## config.mk

```make
export PLATFORM = sky130hd
export DESIGN_NAME = hqm_aw_rf_2048x25_ctl
export DESIGN_NICKNAME = d
export VERILOG_FILES = /design/src/rtl/hqm_aw_rf_2048x25_ctl_pkg.sv /design/src/rtl/hqm_aw_rf_2048x25_ctl_rr_arb2.sv /design/src/rtl/hqm_aw_rf_2048x25_ctl.sv
export SDC_FILE = /design/constraint.sdc
export NUM_CORES = 1
export LEC_CHECK = 0
export BUFFER_PORTS_ARGS = -buffer_cell sky130_fd_sc_hd__buf_2
export CAP_MARGIN = 20
export CORE_AREA = 2 2 81 83
export CTS_BUF_LIST = sky130_fd_sc_hd__clkbuf_16
export CTS_CLUSTER_SIZE = 25
export DETAILED_ROUTE_END_ITERATION = 12
export DIE_AREA = 0 0 83 85
export PLACE_DENSITY_LB_ADDON = 0.08
export SYNTH_ARGS = -nofsm -noshare
export SYNTH_HDL_FRONTEND = slang
export SYNTH_HIERARCHICAL = 1
export SYNTH_SLANG_ARGS = --single-unit
```

## constraint.sdc

```tcl
create_clock -name rclk -period 1.3 [get_ports rclk]
set_input_delay 0.13 -clock rclk [delete_from_list [all_inputs] [get_ports rclk]]
set_output_delay 0.13 -clock rclk [all_outputs]
set_load 0.1 [all_outputs]
```

## src/rtl/hqm_aw_rf_2048x25_ctl_pkg.sv

```systemverilog
// ----------------------------------------------------------------------------
// hqm_aw_rf_2048x25_ctl_pkg : shared types, sizes and parity helper
// Revision: 1.0
// ----------------------------------------------------------------------------
`default_nettype none

package hqm_aw_rf_2048x25_ctl_pkg;

  localparam int DEPTH  = 2048;
  localparam int AWIDTH = 11;
  localparam int DWIDTH = 25;

  typedef enum logic [0:0] {
    INIT  = 1'b0,
    READY = 1'b1
  } rf_ctl_state_t;

  // Stored word: top bit replaced by even parity of the payload when enabled.
  function automatic logic [DWIDTH-1:0] par_gen(input logic [DWIDTH-1:0] d);
`ifdef HQM_AW_RF_CTL_PAR_EN
    par_gen = {^d[DWIDTH-2:0], d[DWIDTH-2:0]};
`else
    par_gen = d;
`endif
  endfunction

endpackage

`default_nettype wire

```

## src/rtl/hqm_aw_rf_2048x25_ctl_rr_arb2.sv

```systemverilog
// ----------------------------------------------------------------------------
// hqm_aw_rf_2048x25_ctl_rr_arb2 : 2-way round-robin arbiter, combinational grant
// Revision: 1.0
// ----------------------------------------------------------------------------
`default_nettype none

module hqm_aw_rf_2048x25_ctl_rr_arb2 (
  input  logic       rclk,
  input  logic       rclk_rst_n,
  input  logic       en_i,
  input  logic [1:0] req_i,
  output logic [1:0] gnt_o
);

  logic rr_q;
  logic rr_d;

  always_comb begin
    gnt_o = 2'b00;
    if (en_i) begin
      case (req_i)
        2'b01:   gnt_o = 2'b01;
        2'b10:   gnt_o = 2'b10;
        2'b11:   gnt_o = rr_q ? 2'b10 : 2'b01;
        default: gnt_o = 2'b00;
      endcase
    end
    // Favour the client that was not just served.
    rr_d = rr_q;
    if (|gnt_o) rr_d = gnt_o[0];
  end

  always_ff @(posedge rclk or negedge rclk_rst_n) begin
    if (!rclk_rst_n) rr_q <= 1'b0;
    else             rr_q <= rr_d;
  end

endmodule

`default_nettype wire

```

## src/rtl/hqm_aw_rf_2048x25_ctl.sv

```systemverilog
// ----------------------------------------------------------------------------
// hqm_aw_rf_2048x25_ctl : init + 2-client arbitration for a 2048x25 RF macro
// Optional parity: HQM_AW_RF_CTL_PAR_EN.  Revision: 1.0
// ----------------------------------------------------------------------------
`default_nettype none

module hqm_aw_rf_2048x25_ctl
  import hqm_aw_rf_2048x25_ctl_pkg::*;
#(
  parameter logic [DWIDTH-1:0] INIT_VAL = '0
) (
  input  logic                rclk,
  input  logic                rclk_rst_n,
  input  logic                cfg_init_i,
  output logic                init_done_o,
  input  logic [1:0]          c_we_i,
  input  logic [2*AWIDTH-1:0] c_waddr_i,
  input  logic [2*DWIDTH-1:0] c_wdata_i,
  output logic [1:0]          c_wgnt_o,
  input  logic [1:0]          c_re_i,
  input  logic [2*AWIDTH-1:0] c_raddr_i,
  output logic [1:0]          c_rgnt_o,
  output logic                rd_v_o,
  output logic                rd_id_o,
  output logic [DWIDTH-1:0]   rd_data_o,
  output logic                par_err_o,
  output logic                mem_we_o,
  output logic [AWIDTH-1:0]   mem_waddr_o,
  output logic [DWIDTH-1:0]   mem_wdata_o,
  output logic                mem_re_o,
  output logic [AWIDTH-1:0]   mem_raddr_o,
  input  logic [DWIDTH-1:0]   mem_rdata_i
);

  rf_ctl_state_t     state_q, state_d;
  logic [AWIDTH-1:0] init_ptr_q, init_ptr_d;
  logic              rd_v_q, rd_id_q;
  logic              grant_en;

  assign grant_en    = (state_q == READY);
  assign init_done_o = grant_en;

  hqm_aw_rf_2048x25_ctl_rr_arb2 u_warb (
    .rclk       (rclk),
    .rclk_rst_n (rclk_rst_n),
    .en_i       (grant_en),
    .req_i      (c_we_i),
    .gnt_o      (c_wgnt_o)
  );

  hqm_aw_rf_2048x25_ctl_rr_arb2 u_rarb (
    .rclk       (rclk),
    .rclk_rst_n (rclk_rst_n),
    .en_i       (grant_en),
    .req_i      (c_re_i),
    .gnt_o      (c_rgnt_o)
  );

  always_comb begin
    state_d    = state_q;
    init_ptr_d = init_ptr_q;
    case (state_q)
      INIT: begin
        init_ptr_d = init_ptr_q + 1'b1;
        if (init_ptr_q == AWIDTH'(DEPTH - 1)) state_d = READY;
      end
      READY: begin
        if (cfg_init_i) begin
          state_d    = INIT;
          init_ptr_d = '0;
        end
      end
      default: state_d = INIT;
    endcase
  end

  always_comb begin
    mem_we_o    = 1'b0;
    mem_waddr_o = '0;
    mem_wdata_o = '0;
    if (state_q == INIT) begin
      mem_we_o    = 1'b1;
      mem_waddr_o = init_ptr_q;
      mem_wdata_o = par_gen(INIT_VAL);
    end else if (c_wgnt_o[1]) begin
      mem_we_o    = 1'b1;
      mem_waddr_o = c_waddr_i[AWIDTH +: AWIDTH];
      mem_wdata_o = par_gen(c_wdata_i[DWIDTH +: DWIDTH]);
    end else if (c_wgnt_o[0]) begin
      mem_we_o    = 1'b1;
      mem_waddr_o = c_waddr_i[0 +: AWIDTH];
      mem_wdata_o = par_gen(c_wdata_i[0 +: DWIDTH]);
    end
  end

  always_comb begin
    mem_re_o    = |c_rgnt_o;
    mem_raddr_o = '0;
    if (c_rgnt_o[1])      mem_raddr_o = c_raddr_i[AWIDTH +: AWIDTH];
    else if (c_rgnt_o[0]) mem_raddr_o = c_raddr_i[0 +: AWIDTH];
  end

  always_ff @(posedge rclk or negedge rclk_rst_n) begin
    if (!rclk_rst_n) begin
      state_q    <= INIT;
      init_ptr_q <= '0;
      rd_v_q     <= 1'b0;
      rd_id_q    <= 1'b0;
    end else begin
      state_q    <= state_d;
      init_ptr_q <= init_ptr_d;
      rd_v_q     <= mem_re_o;
      rd_id_q    <= c_rgnt_o[1];
    end
  end

  // The macro presents data the clock after mem_re, aligned with rd_v.
  assign rd_v_o    = rd_v_q;
  assign rd_id_o   = rd_id_q;
  assign rd_data_o = rd_v_q ? mem_rdata_i : '0;

`ifdef HQM_AW_RF_CTL_PAR_EN
  assign par_err_o = rd_v_q & (mem_rdata_i[DWIDTH-1] ^ (^mem_rdata_i[DWIDTH-2:0]));
`else
  assign par_err_o = 1'b0;
`endif

endmodule

`default_nettype wire
```

==> reports/metrics.csv <==
stage;metric;value;unit
outcome;status;finished, violations left;
outcome;failed_checks;setup timing;
cts;clk_path_buf_depth;2;
cells_and_area;multi_input_area;2040;um^2
placed_design;gp_congestion;0.761;
setup_path;critPathBufInv;5;
setup_path;crit_chain;buf_6, nand2_4, a21oi_4, buf_4, buf_6, buf_12, a22oi_2, a21oi_4, buf_12;
cells_and_area;instances_no_fill;547;
synth;synthMuxAreaShare;0.585;%
cts;numCtsBuffers;3;
power_and_ir_drop;clock_power_share;14.0;%
routing;post_drt_wl_per_cell;19.7;um
synth;ys_warn_count;6;
routing;drc;0;
synth;yosys-top-cells-area;dfrtp_1 (23%), a22oi_1 (15%), nor2b_1 (9.9%), and2_1 (9.1%), a22o_1 (5.1%);
synth;yosysMostFrequentCell;a22oi_1;
setup_path;worstSetupPathType;register to output port;
floorplanning;ios;208;
power_and_ir_drop;power_density;808;nW/um^2
synth;async_reset_ff_share;100;%
global_route;grt_pass1_vias;3020;
synth;synth_top_area_share;23.4;%
timing;finalClockSkew;0.00713;ns
floorplanning;start_util;27.6;%
routing;drtPass1Iterations;4;
cells_and_area;final_core_util;90.0;%
placed_design;post-place-ws;-0.749;ns
synth;synthAdderAreaFrac;0.731;%
cts;cts_tree;yes;
synth;synth_simple_gate_area_share;33.6;%
floorplanning;die_x;83;um
routing;wl;10800;um
global_route;track_usage;26.2;%
synth;synth_edf_count;0;
cts;clk_pin_slew_worst_paths;0.06;ns
synth;ys_ff_latch;16;
synth;ys_types;32;
placed_design;dp_cells;517;
cts;clock_sinks;16;
routing;postRouteAntennaNets;0;
cells_and_area;fill_cells;260;
power_and_ir_drop;comb_power_share;66.4;%
synth;ys_seq_area_share;23.4;%
global_route;antenna_found_initial;0;
setup_path;critical_path.slowest_cell;dfrtp_4;
setup_path;crit_path_max_incr_delay;0.41;ns
timing;setup_violations;90;
routing;vias;2828;
timing;min_period_over_period;158;%
setup_path;cp.arrival;1.92;ns
placed_design;dpl.hpwl;6220;um
timing;rsz0062_at_grt;true;
routing;vias_per_cell;5.17;
floorplanning;die_y;85;um
synth;yosys-top-cells-count;a22oi_1 (35), nor2b_1 (27), and2_1 (25);
timing;max_freq;0.488;GHz
cts;insertion_delay;0.25;ns
setup_path;crit_required;1.17;ns
synth;synthFlopType;dfrtp_1;
timing;final_hold_viol_count;0;
setup_path;start_kind;register;
cells_and_area;regArea;410;um^2
timing;final.setup.worst_slack;-0.748;ns
cells_and_area;drive_above_1_share;85.7;%
synth;synth_top_family_by_area;simple AND/OR/NAND/NOR gates;
synth;syn_inst;231;
floorplanning;coreArea;6200;um^2
cts;cts_root_buf;clkbuf_16;
global_route;grt_start_max_net_pins;25;
routing;first_iter_violations;94;
synth;synth_xor_area_share;4.61;%
floorplanning;fp-row-count;29;
synth;syn_avg_cell_area;7.41;um^2
setup_path;crit_start;init_done_o;
setup_path;cp_top_family;buffers and inverters;
power_and_ir_drop;switchingPower;2.26;mW
setup_path;cp-end-kind;output port;
timing;tns;-35.58;ns
global_route;grt_pass1_wl;14900;um
setup_path;crit_path_max_fanout;9;
synth;synth_nets;358;
floorplanning;dieArea;7060;um^2
synth;synth_top_cell_by_area;dfrtp_1;
placed_design;portBuffers;206;
run;maxCapViolations;0;
global_route;grt_overflow_total;0;
power_and_ir_drop;pwr-share-seq;19.6;%
min_path;hold_path.class;input port to register;
min_path;worstHoldStart;c_re_i[1];
power_and_ir_drop;swShare;50.2;%
setup_path;worstReg2RegStart;init_ptr_q[1];
cells_and_area;antenna_cells;0;
cells_and_area;area_growth_syn_to_layout;226;%
synth;netlist_area;1710;um^2
timing;final_max_slew_viol_count;0;
cts;cts_max_level;1;
synth;synth_compound_area_share;30.5;%
power_and_ir_drop;power.internal;2.25;mW
power_and_ir_drop;leakage;2.26;nW
power_and_ir_drop;finalPower;4.51;mW
timing;period_needed;2.05;ns
power_and_ir_drop;ir_drop;1.74;mV
cells_and_area;num-nets-final;598;
-- worst register-to-register path: stages (launching register included) --
cell and delay [ns]:
dfrtp_1 0.41, ha_4 0.19, buf_4 0.14, nand3_1 0.11, xor2_1 0.31, o22ai_2 0.13
-- flip-flops by register name, summed over array words and instances, names as in the netlist --
signal	cells
rd_v_o	1
u_warb/rr_q	1
u_rarb/rr_q	1
rd_id_o	1
init_ptr_q	11
init_done_o	1
-- routing by layer --
metal | up-vias | wire length, um | part of all wire [%] | track usage (%)
li1 | 1294 | - | - | -
met1 | 1374 | 3390 | 31 | 25.2
met2 | 134 | 6530 | 61 | 53.7
met3 | 26 | 536 | 5.0 | 5.93
met4 | 0 | 303 | 2.8 | 9.39
met5 | - | 0 | 0 | 0
-- kinds of logic (layout without fill, tap and decap cells) --
group                      count (synthesis)  in the layout
and+or+nand+nor                          102            102
muxes                                      1              1
xor gates and xnor gates                   9              9
AOI/OAI and AO/OA                         75             75
other                                      1              1
DFF                                       16             16
adders and majority gates                  1              1
buffers and inverters                     26            265
-- timing repair --
action | CTS | global route
gates resized for setup | 60 | 22
hold buffers | 1 | 0
endpoints found under the setup margin | 81 | 93
pin swaps | 9 | 12
buffers inserted | 10 | 10
endpoints found under the hold margin | 16 | 0
cloned | 6 | 3
-- layout by cell type (no fill, tap or decap), types with 6 or more instances in the layout --
master     count
a22o_4        10
dfrtp_1       12
clkbuf_16      7
and2_4        25
buf_2        126
a21oi_4       16
buf_4         25
nor2b_4       27
buf_6          6
a22oi_2       35
o22ai_1        6
xnor2_1        6
nand2_1       15
nor2_1        12
buf_12        86
-- metrics by stage --
stage | hold slack [ns] | instance area [um^2]
finish | 0.264 | 5580
global route | 0.273 | 5580
CTS | 0.224 | 5410
detailed placement | 0.0738 | 4770
global placement | 0.0709 | 4770
floorplan | -0.166 | 2380
-- area by class of cell --
| type | instances | share of cell area (%) |
|---|---|---|
| inverter | 4 | 0.269 |
| sequential | 16 | 7.35 |
| clock buffer | 3 | 1.34 |
| clock inverter | 1 | 0.0672 |
| multi-input combinational | 189 | 36.6 |
| timing repair buffer | 257 | 52.6 |
| tap | 77 | 1.73 |
-- final timing paths --
path                       slack, ns              to  cells past startpoint
max                            -0.75  mem_waddr_o[4]                      9
min                             0.26     u_rarb/rr_q                      3
max reg2reg                    -0.12   init_ptr_q[4]                      5
min reg2reg                     0.61  init_ptr_q[10]                      2
max in group asynchronous       0.61     init_done_o                      2
min in group asynchronous       0.35   init_ptr_q[8]                      2
-- power by group through the flow --
stage,combinational [mW],sequential [mW],clock (mW)
final,2.99,0.884,0.632
after CTS,2.77,0.839,0.608
after detailed placement,2.70,0.833,0
after global placement,2.64,0.821,0
after global routing,3.09,0.899,0.654
after floorplan,1.60,0.841,0
(Power assumes the default switching activity.)
